[src/rtl/bin2bcd_pkg.sv]
// Shared definitions for the sequential binary-to-BCD converter.
// State encodings, display codes and the per-digit add-3 adjust used by the
// double-dabble datapath.
package bin2bcd_pkg;

  // FSM state encoding, kept as plain constants for legacy tool flows.
  typedef logic [1:0] state_t;
  localparam state_t ST_IDLE  = 2'd0;
  localparam state_t ST_SHIFT = 2'd1;
  localparam state_t ST_DONE  = 2'd2;

  // Digit code the 7-segment decoder renders dark.
  localparam logic [3:0] BLANK_CODE = 4'hF;
  // Digit used to saturate the display on overflow.
  localparam logic [3:0] SAT_DIGIT  = 4'h9;

  // Double-dabble correction: a digit of 5 or more gets +3 before the shift so
  // that doubling it carries correctly into the next decimal digit.
  function automatic logic [3:0] add3_adj(input logic [3:0] digit);
    return (digit >= 4'd5) ? digit + 4'd3 : digit;
  endfunction

endpackage

[src/rtl/bcd_digit_adj.sv]
// Single-digit combinational add-3 adjust for the double-dabble shifter.
// The result is 4 bits wide; any carry out of the digit is dropped on purpose.
module bcd_digit_adj
  import bin2bcd_pkg::*;
(
  input  logic [3:0] raw,
  output logic [3:0] adj
);

  assign adj = add3_adj(raw);

endmodule

[src/rtl/bin2bcd_seq.sv]
// Sequential binary-to-BCD converter, one input bit per clock (double dabble).
// start/busy/done handshake; results beyond DIGITS decimal digits saturate to
// all nines and raise overflow.
// Optional build macro LEADING_ZERO_BLANK_EN: digits above the most significant
// nonzero digit are shown as BLANK_CODE (digit 0 is never blanked, saturated
// results are never blanked).
module bin2bcd_seq
  import bin2bcd_pkg::*;
#(
  parameter int unsigned BIN_W  = 16,
  parameter int unsigned DIGITS = 5
) (
  input  logic                  clk,
  input  logic                  rst_n,
  input  logic                  start,
  input  logic [BIN_W-1:0]      bin_in,
  output logic                  busy,
  output logic                  done,
  output logic [4*DIGITS-1:0]   bcd_out,
  output logic                  overflow
);

  localparam int unsigned SCR_W = 4 * DIGITS;
  localparam int unsigned CNT_W = $clog2(BIN_W + 1);

  // Counter value seen at the edge that performs the final shift.
  localparam logic [CNT_W-1:0] CNT_LAST = CNT_W'(BIN_W - 1);

  localparam logic [SCR_W-1:0] SAT_WORD = {DIGITS{SAT_DIGIT}};

`ifdef LEADING_ZERO_BLANK_EN
  // Reset display is a blanked zero: F..F0.
  localparam logic [SCR_W-1:0] BCD_RST = {DIGITS{BLANK_CODE}} << 4;
`else
  localparam logic [SCR_W-1:0] BCD_RST = '0;
`endif

  state_t             state_q, state_d;
  logic [BIN_W-1:0]   shreg_q, shreg_d;
  logic [SCR_W-1:0]   scratch_q, scratch_d;
  logic [CNT_W-1:0]   cnt_q, cnt_d;
  logic               sticky_q, sticky_d;
  logic               done_q, done_d;
  logic [SCR_W-1:0]   bcd_q, bcd_d;
  logic               ovf_q, ovf_d;

  logic [SCR_W-1:0]   scratch_adj;
  logic [SCR_W-1:0]   result_fmt;

  // Per-digit add-3 correction applied ahead of every shift.
  for (genvar g = 0; g < int'(DIGITS); g++) begin : gen_adj
    bcd_digit_adj u_adj (
      .raw (scratch_q[4*g +: 4]),
      .adj (scratch_adj[4*g +: 4])
    );
  end

`ifdef LEADING_ZERO_BLANK_EN
  logic lead_zero;

  // Blank every digit above the most significant nonzero one; digit 0 stays.
  always_comb begin
    result_fmt = scratch_q;
    lead_zero  = 1'b1;
    for (int i = int'(DIGITS) - 1; i >= 1; i--) begin
      if (scratch_q[4*i +: 4] != 4'h0) begin
        lead_zero = 1'b0;
      end
      if (lead_zero) begin
        result_fmt[4*i +: 4] = BLANK_CODE;
      end
    end
  end
`else
  assign result_fmt = scratch_q;
`endif

  // Next-state logic for the FSM, shift datapath and output registers.
  always_comb begin
    state_d   = state_q;
    shreg_d   = shreg_q;
    scratch_d = scratch_q;
    cnt_d     = cnt_q;
    sticky_d  = sticky_q;
    done_d    = 1'b0;
    bcd_d     = bcd_q;
    ovf_d     = ovf_q;

    unique case (state_q)
      ST_IDLE: begin
        if (start) begin
          shreg_d   = bin_in;
          scratch_d = '0;
          sticky_d  = 1'b0;
          cnt_d     = '0;
          state_d   = ST_SHIFT;
        end
      end

      ST_SHIFT: begin
        {scratch_d, shreg_d} = {scratch_adj, shreg_q} << 1;
        // A one leaving the top digit means the value no longer fits.
        sticky_d = sticky_q | scratch_adj[SCR_W-1];
        cnt_d    = cnt_q + CNT_W'(1);
        if (cnt_q == CNT_LAST) begin
          state_d = ST_DONE;
        end
      end

      ST_DONE: begin
        done_d  = 1'b1;
        bcd_d   = sticky_q ? SAT_WORD : result_fmt;
        ovf_d   = sticky_q;
        state_d = ST_IDLE;
      end

      default: begin
        state_d = ST_IDLE;
      end
    endcase
  end

  // State and datapath registers; reset discards any conversion in flight.
  always_ff @(posedge clk or negedge rst_n) begin
    if (!rst_n) begin
      state_q   <= ST_IDLE;
      shreg_q   <= '0;
      scratch_q <= '0;
      cnt_q     <= '0;
      sticky_q  <= 1'b0;
      done_q    <= 1'b0;
      bcd_q     <= BCD_RST;
      ovf_q     <= 1'b0;
    end else begin
      state_q   <= state_d;
      shreg_q   <= shreg_d;
      scratch_q <= scratch_d;
      cnt_q     <= cnt_d;
      sticky_q  <= sticky_d;
      done_q    <= done_d;
      bcd_q     <= bcd_d;
      ovf_q     <= ovf_d;
    end
  end

  // The done cycle still counts as busy so the handshake covers the result.
  assign busy     = (state_q != ST_IDLE) | done_q;
  assign done     = done_q;
  assign bcd_out  = bcd_q;
  assign overflow = ovf_q;

endmodule

[config.mk]
export PLATFORM = sky130hd
export DESIGN_NAME = bin2bcd_seq
export DESIGN_NICKNAME = d
export VERILOG_FILES = /design/src/rtl/bin2bcd_pkg.sv /design/src/rtl/bcd_digit_adj.sv /design/src/rtl/bin2bcd_seq.sv
export SDC_FILE = /design/constraint.sdc
export NUM_CORES = 1
export LEC_CHECK = 0
export CORE_MARGIN = 3
export CORE_UTILIZATION = 40
export DETAILED_ROUTE_END_ITERATION = 12
export SYNTH_ARGS = -nofsm -noshare
export SYNTH_HDL_FRONTEND = slang
export SYNTH_SLANG_ARGS = --single-unit
[constraint.sdc]
create_clock -name clk -period 1.4 [get_ports clk]
set_input_delay 0.28 -clock clk [delete_from_list [all_inputs] [get_ports clk]]
set_output_delay 0.28 -clock clk [all_outputs]
set_load 0.1 [all_outputs]
# Word level (Yosys, flattened, before mapping)
# Index checks and enable logic that the tools add are counted.
[word_totals]
elab_cells = 49
ff_bits = 66
[classes]
muxes = 18
reduce_logical = 5
n_addsub = 6
n_bitwise = 2
n_lt_le_gt_ge = 5
n_eq_ne = 5
[op_table]
columns = ["operator", "count"]
rows = [
  ["$mux W20", 2],
  ["$pmux W20 S2", 1],
  ["$pmux W16 S2", 1],
  ["$add A4 B2 Y4 const B", 5],
  ["$ge A4 B3 Y1 const B", 5],
  ["$mux W4", 5],
  ["$mux W16", 1],
  ["$pmux W5 S2", 1],
  ["$add A5 B1 Y5 const B", 1],
  ["$eq A5 B4 Y1 const B", 1],
  ["$mux W5", 1],
  ["$mux W2", 2],
  ["$ne A2 B2 Y1 const B", 2],
  ["$pmux W2 S2", 1],
  ["$reduce_and A2 Y1", 2],
  ["$reduce_bool A2 Y1", 2],
  ["$eq A2 B1 Y1 const B", 1],
  ["$eq A2 B2 Y1 const B", 1],
  ["$logic_not A2 Y1", 1],
  ["$mux W1", 2],
  ["$or A1 B1 Y1", 2],
  ["$pmux W1 S2", 1],
]

# Longest topological paths before layout
# Gate-level depths: netlist of the first run.
[logic_depth]
word_depth = 4
depth_mapped = 5
mapped_depth_nobuf = 5

# Cells and area by module
# A second synthesis of the first run with hierarchy kept.
[hier_totals]
cells_unflattened = 342
hier_area_um2 = 3275.6
[by_module_without_submodules]
columns = ["module", "n_inst", "area_each_um2", "seq_area_each_um2", "cells_per_inst"]
rows = [
  ["bin2bcd_seq", 1, 2768.9, 1651.6, 262],
  ["bcd_digit_adj", 5, 101.3, 0.0, 16],
]

# Worst setup path before layout of the first run
# Ideal clock, no wire load.
[synth_path]
path_kind = "flip-flop to output port"
start = "register done_q, in the netlist done"
end = "output port busy"
arrival_ps = 1702
path_slack_ps = -582
stages_incl_launch_ff = 2
required_time_ps = 1120
cell_sequence = "dfrtp_1 > or3_1"
[synth_between]
elab_chain_cells = 1
[synth_rtl]
columns = ["item", "line_no", "rtl"]
rows = [
  ["start, declared", "bin2bcd_seq.sv:43", "logic done_q, done_d;"],
  ["start signal, assigned", "bin2bcd_seq.sv:140", "done_q <= done_d;"],
  ["$or A1 B1 Y1", "bin2bcd_seq.sv:147", "assign busy = (state_q != ST_IDLE) | done_q;"],
  ["end, declared", "bin2bcd_seq.sv:17", "output logic busy,"],
]
# No other way between the ends.

# Worst setup path after layout of the first run
[layout_path]
start = "register state_q[1]"
end = "output port busy"
[layout_between]
elab_chain_cells = 2
[layout_rtl]
columns = ["item", "line_no", "rtl"]
rows = [
  ["start, declared", "bin2bcd_seq.sv:38", "state_t state_q, state_d;"],
  ["start signal, assigned", "bin2bcd_seq.sv:135", "state_q <= state_d;"],
  ["$reduce_bool A2 Y1", "bin2bcd_seq.sv:147", ""],
  ["$or A1 B1 Y1", "bin2bcd_seq.sv:147", ""],
]
# No other way between the ends.

==> results of run 1 <==
[cell families after synthesis]
group,Yosys count,share of synthesized area (%)
AOI/OAI and AO/OA,108,23.48
muxes,2,0.6562
buffers and inverters,47,7.984
xor gates and xnor gates,5,1.276
adders and majority gates,12,4.375
and+or+nand+nor,93,14.11
DFF,66,48.12
[stage by stage]
step                      instances  utilization (%)
final                           519            57.30
after global routing            519            57.30
after CTS                       511            55.52
after detailed placement        489            52.45
after global placement          489            52.45
after floorplan                 333                -
[cells in the mapped netlist, drive strengths merged, types with 6 or more instances]
master | instances | area [µm²]
o21ai | 35 | 175.2
nor2b | 6 | 37.54
a21oi | 16 | 80.08
o2111ai | 10 | 87.58
inv | 24 | 90.09
nor2 | 11 | 41.29
buf | 21 | 176.4
ha | 12 | 150.1
dfrtp | 66 | 1652
o31ai | 16 | 133.9
and3b | 15 | 131.4
nand2 | 48 | 180.2
nand2b | 8 | 57.55
[registers in the layout (all words and copies together), names as in the netlist]
register    flops
overflow        1
state_q         2
bcd_out        20
cnt_q           5
shreg_q        16
result_fmt     20
done            1
sticky_q        1
[worst paths after layout]
| path | end | slack [ps] | from | cells after the start |
|---|---|---|---|---|
| max | busy | -220 | state_q[1] | 2 |
| min | shreg_q[4] | 480 | rst_n | 3 |
| max reg2reg | cnt_q[1] | -20 | state_q[1] | 5 |
| min reg2reg | shreg_q[14] | 490 | shreg_q[14] | 2 |
| max in group asynchronous | result_fmt[16] | 610 | rst_n | 3 |
| min in group clk | shreg_q[14] | 490 | shreg_q[14] | 2 |
[power by group]
group	leakage, nW	switching [W]	internal [W]
registers	0.860	0.000557	0.00251
clock network	0.0974	0.000691	0.000868
logic	1.23	0.00262	0.00245
[routing by layer]
metal  global-route usage (%)  vias up  wire (µm)
li1                         -     1329          -
met4                    4.937        0        128
met2                    25.01       52       3423
met3                    4.246       11        258
met1                    21.87     1290       3600
met5                        0        -          0
[repair_timing]
item	in CTS	in global routing
gates resized for setup	9	37
hold buffers	1	0
pin swaps	3	11
endpoints found under the setup margin	9	39
endpoints found under the hold margin	66	0
setup buffers	5	8
[cell type report]
| cell class | count | area, µm² |
|---|---|---|
| Fill cell | 717 | 3526 |
| Timing Repair Buffer | 88 | 1087 |
| Multi-Input combinational cell | 220 | 1575 |
| Tap cell | 105 | 131.4 |
| Inverter | 24 | 90.09 |
| Clock buffer | 13 | 148.9 |
| Sequential cell | 66 | 1659 |
| Clock inverter | 3 | 40.04 |
[critical path, stage by stage, from the launching register on]
cell	delay, ps
sky130_fd_sc_hd__dfrtp_2	420
sky130_fd_sc_hd__or3_4	400
sky130_fd_sc_hd__buf_12	170
==> impl_table.tex, run 1 <==
\begin{tabular}{lr}
\hline
Metric & Value \\
\hline
\multicolumn{2}{l}{\textbf{Timing}} \\
Setup TNS & -258.1 ps \\
Final worst path period need & 1615 ps \\
Worst hold slack & 476.9 ps \\
Clock Skews & 3.995 ps \\
Rel. slew slack & 70.74\% \\
Actual transition at the worst max-transition pin & 438.9 ps \\
Final Hold Violating Endpoints & 0 \\
Post-route fraction of the period consumed by the critical path & 115.4\% \\
Fin. max-slew vios & 0 \\
Minimum setup slack in the final design & -215.1 ps \\
RSZ-0062 raised after global routing & true \\
Count of endpoints failing setup in the final report & 4 \\
Maximum clock rate & 0.6192 GHz \\
\multicolumn{2}{l}{\textbf{Cells and area}} \\
Net count reported at finish & 440 \\
Number of inserted diodes & 0 \\
Most frequent cells in the layout & sky130\_fd\_sc\_hd\_\_dfrtp\_1 (60), sky130\_fd\_sc\_hd\_\_nand2\_1 (48), sky130\_fd\_sc\_hd\_\_buf\_4 (34) \\
Leading cell type in the layout, fill and taps excluded & sky130\_fd\_sc\_hd\_\_dfrtp\_1 \\
Summed area of non-filler cells in the final layout & 4732 µm² \\
Fraction of layout cells with a size suffix above 1 & 31.16\% \\
Area grow syn2layout & 37.88\% \\
\multicolumn{2}{l}{\textbf{GRT}} \\
Overflow left after global routing & 0 \\
Initial antenna violation count & 0 \\
Global-route wire length before repair & 12,680 µm \\
All-layer global routing usage & 16.00\% \\
Vias in the first global route & 2,719 \\
Maximum number of pins on one net before global-route repair & 67 \\
\multicolumn{2}{l}{\textbf{Synthesis}} \\
Count of yosys warnings during synthesis & 0 \\
Synth Register Bits & 66 \\
Synthesized instance count & 333 \\
Mean post-synth cell area & 10.31 µm² \\
Portion of the post-synthesis area used by sequential elements & 48.12\% \\
Post-synthesis net count & 364 \\
Combined area of all synthesized cells & 3432 µm² \\
Fraction of synthesis flops using an asynchronous set or reset pin & 100.0\% \\
Count of flip-flops with a built-in enable after synthesis & 0 \\
Dominant register cell in the synthesized netlist & sky130\_fd\_sc\_hd\_\_dfrtp\_1 \\
Unique masters post-synth & 39 \\
\multicolumn{2}{l}{\textbf{Run}} \\
Number of maximum-capacitance violations & 0 \\
\multicolumn{2}{l}{\textbf{Pwr}} \\
Final Total Pwr & 0.009696 W \\
Reported leakage power & 2.188 nW \\
Total power divided by cell area & 2049 nW/µm² \\
Maximum resistive drop on vdd & 0.6718 mV \\
\multicolumn{2}{l}{\textbf{Clock network}} \\
Worst skew pair latency & 340 ps \\
Clk Tree Root Cell & sky130\_fd\_sc\_hd\_\_clkbuf\_8 \\
CTS tree & built \\
CTS H-Tree Depth & 3 \\
Clock slew at the register clock pins of the worst setup and hold paths & 70 ps \\
Num CTS Buffers & 9 \\
Total number of clock tree sinks & 66 \\
Maximum buffer depth of the clock tree & 2 \\
\multicolumn{2}{l}{\textbf{Place}} \\
Instance area after placement & 4332 µm² \\
Worst setup timing slack at the placement stage & -153.2 ps \\
I/O Buffers & 41 \\
HPWL reported at the end of detailed placement & 5044 µm \\
Final weighted congestion of routability-driven global placement & 0.8340 \\
\multicolumn{2}{l}{\textbf{Min path}} \\
HP Class & input port to asynchronous set/reset pin \\
\multicolumn{2}{l}{\textbf{Detailed routing}} \\
Initial DRT Pass Iterations & 4 \\
Remaining antenna violation count & 0 \\
DR DRC count & 0 \\
Detailed router's first-iteration violation count & 101 \\
Routed length per instance & 14.28 µm \\
Overall routed net length & 7409 µm \\
DR vias/cell & 5.168 \\
Vias post-DR & 2,682 \\
\multicolumn{2}{l}{\textbf{Die}} \\
Floorplan die area & 9728 µm² \\
Cell Rows & 33 \\
Height of the die & 98.63 µm \\
Starting density of the core & 41.56\% \\
Count of pins on the block boundary & 42 \\
Width of the die & 98.63 µm \\
Core footprint & 8258 µm² \\
\multicolumn{2}{l}{\textbf{Setup path}} \\
CP max FO & 2 \\
Critical path data required time & 1120 ps \\
Data arrival time of the worst path & 1340 ps \\
Kind of end point of the critical path & output pin \\
Crit start category & flop \\
Critical path class & flop to output pin \\
\multicolumn{2}{l}{\textbf{Status}} \\
Outcome & finished, violations left \\
Violations in the final reports & setup timing \\
\hline
\end{tabular}
Power figures use the tool's default switching activity.
==> run 2: changes to the inputs <==
--- a/config.mk
+++ b/config.mk
@@ -8,6 +8,7 @@
 export CORE_MARGIN = 3
 export CORE_UTILIZATION = 40
 export DETAILED_ROUTE_END_ITERATION = 12
+export MAX_ROUTING_LAYER = met4
 export SYNTH_ARGS = -nofsm -noshare
 export SYNTH_HDL_FRONTEND = slang
 export SYNTH_SLANG_ARGS = --single-unit
==> constraint.sdc (replaced) <==
create_clock -name clk -period 1.65 [get_ports clk]
set_input_delay 0.33 -clock clk [delete_from_list [all_inputs] [get_ports clk]]
set_output_delay 0.33 -clock clk [all_outputs]
set_load 0.1 [all_outputs]
==> run 2 against run 1 <==
The run still ends with setup timing left. First-iteration DRC count fell by 3.0%. Highest routed layer unchanged. Critical endpoint unchanged. Clock skew rose by 5.3 ps. Largest power group unchanged. Register-to-register slack improved by 180 ps. Critical path type unchanged.
==> impl_table.tex, run 2 (synthesis results as in run 1) <==
\begin{tabular}{lr}
\hline
Metric & Value \\
\hline
\multicolumn{2}{l}{\textbf{Status}} \\
Outcome & finished, violations left \\
Violations in the final reports & setup timing \\
\multicolumn{2}{l}{\textbf{Die}} \\
Height of the die & 98.63 µm \\
Width of the die & 98.63 µm \\
Cell Rows & 33 \\
Count of pins on the block boundary & 42 \\
Core footprint & 8258 µm² \\
Starting density of the core & 41.56\% \\
Floorplan die area & 9728 µm² \\
\multicolumn{2}{l}{\textbf{Place}} \\
I/O Buffers & 41 \\
HPWL reported at the end of detailed placement & 4819 µm \\
Number of instances in the placed design & 471 \\
Final weighted congestion of routability-driven global placement & 0.8162 \\
\multicolumn{2}{l}{\textbf{Detailed routing}} \\
DR DRC count & 0 \\
Vias post-DR & 2,535 \\
Routed length per instance & 13.88 µm \\
Remaining antenna violation count & 0 \\
Initial DRT Pass Iterations & 4 \\
Overall routed net length & 6799 µm \\
DR vias/cell & 5.173 \\
Detailed router's first-iteration violation count & 98 \\
\multicolumn{2}{l}{\textbf{Cells and area}} \\
Leading cell type in the layout, fill and taps excluded & sky130\_fd\_sc\_hd\_\_dfrtp\_1 \\
\# fillers & 759 \\
Fraction of layout cells with a size suffix above 1 & 19.48\% \\
Final non-filler cell total & 490 \\
Number of inserted diodes & 0 \\
Area grow syn2layout & 29.49\% \\
Net count reported at finish & 411 \\
Most frequent cells in the layout & sky130\_fd\_sc\_hd\_\_dfrtp\_1 (63), sky130\_fd\_sc\_hd\_\_nand2\_1 (48), sky130\_fd\_sc\_hd\_\_o21ai\_0 (30), sky130\_fd\_sc\_hd\_\_buf\_12 (30), sky130\_fd\_sc\_hd\_\_inv\_1 (24) \\
\multicolumn{2}{l}{\textbf{Timing}} \\
Final worst path period need & 1659 ps \\
Actual transition at the worst max-transition pin & 490.7 ps \\
Count of endpoints failing setup in the final report & 1 \\
Fin. max-slew vios & 0 \\
Clock Skews & 9.272 ps \\
Final Hold Violating Endpoints & 0 \\
Minimum setup slack in the final design & -8.914 ps \\
Maximum clock rate & 0.6028 GHz \\
RSZ-0062 raised after global routing & true \\
Rel. slew slack & 67.29\% \\
Setup TNS & -8.914 ps \\
Worst hold slack & 483.9 ps \\
Post-route fraction of the period consumed by the critical path & 100.5\% \\
\multicolumn{2}{l}{\textbf{Setup path}} \\
Critical path class & flop to output pin \\
CP max FO & 2 \\
Data arrival time of the worst path & 1330 ps \\
Kind of end point of the critical path & output pin \\
Critical path data required time & 1320 ps \\
Crit start category & flop \\
\multicolumn{2}{l}{\textbf{Pwr}} \\
Total power divided by cell area & 1698 nW/µm² \\
Final Total Pwr & 0.007546 W \\
Reported leakage power & 2.028 nW \\
Maximum resistive drop on vdd & 0.5097 mV \\
\multicolumn{2}{l}{\textbf{Clock network}} \\
Clock slew at the register clock pins of the worst setup and hold paths & 80 ps \\
CTS H-Tree Depth & 3 \\
Worst skew pair latency & 340 ps \\
CTS tree & built \\
Clk Tree Root Cell & sky130\_fd\_sc\_hd\_\_clkbuf\_8 \\
Total number of clock tree sinks & 66 \\
Maximum buffer depth of the clock tree & 2 \\
Num CTS Buffers & 9 \\
\multicolumn{2}{l}{\textbf{GRT}} \\
Overflow left after global routing & 0 \\
Maximum number of pins on one net before global-route repair & 39 \\
Vias in the first global route & 2,373 \\
Global-route wire length before repair & 11,110 µm \\
All-layer global routing usage & 14.55\% \\
Initial antenna violation count & 0 \\
\multicolumn{2}{l}{\textbf{Run}} \\
Number of maximum-capacitance violations & 0 \\
\multicolumn{2}{l}{\textbf{Min path}} \\
HP Class & flop to flop \\
\hline
\end{tabular}
==> run 2: final cells by class <==
cell class	instances	area, µm²	area share, %
clock buffers	10	127.6	2.872
repair buffers	59	860.8	19.37
multi-input cells	220	1511	34.01
clock inverters	6	67.56	1.520
flip-flops and latches	66	1655	37.25
well taps	105	131.4	2.956
inverters	24	90.09	2.027
==> run 2: power breakdown <==
group / internal (W) / switching (W)
combinational: 0.00163 / 0.00203
sequential: 0.00213 / 0.000430
clock: 0.000700 / 0.000629
==> run 2: routing by layer <==
metal | vias to the layer above | track usage [%] | routed length, µm
met5 | - | - | 0
met4 | 0 | 5.987 | 91
met3 | 8 | 2.123 | 181
met2 | 38 | 21.68 | 3088
met1 | 1216 | 20.00 | 3438
li1 | 1273 | - | -
==> run 2: final timing paths <==
path	startpoint	end	slack, ps	depth (start not counted)
worst max-delay path	state_q[1]	busy	-9	2
worst min-delay path	shreg_q[14]	shreg_q[14]	480	2
worst max register to register	result_fmt[9]	result_fmt[10]	160	5
worst min register to register	shreg_q[14]	shreg_q[14]	480	2
max in group asynchronous	rst_n	state_q[1]	610	3
min in group asynchronous	rst_n	overflow	490	2
==> run 2: what timing repair did <==
item                                    4_1_cts  5_1_grt
resized for setup                             2        0
setup buffers                                 2        0
endpoints found under the hold margin        17        0
endpoints found under the setup margin        1        1
hold buffers                                  1        0
==> run 2: through the flow <==
stage          setup WS, ps  utilization (%)  instance area, µm²
2_1_floorplan         114.3                -                3438
4_1_cts              -20.88            53.82                4444
3_3_place_gp          35.92            51.12                4222
5_1_grt              -32.39            53.82                4444
6_report             -8.914            53.82                4444
3_5_place_dp          34.37            51.12                4222
==> run 2: worst max-delay path, cell delays in order (launching register included) <==
cell                      delay [ps]
sky130_fd_sc_hd__dfrtp_2         430
sky130_fd_sc_hd__or3_4           400
sky130_fd_sc_hd__buf_12          170
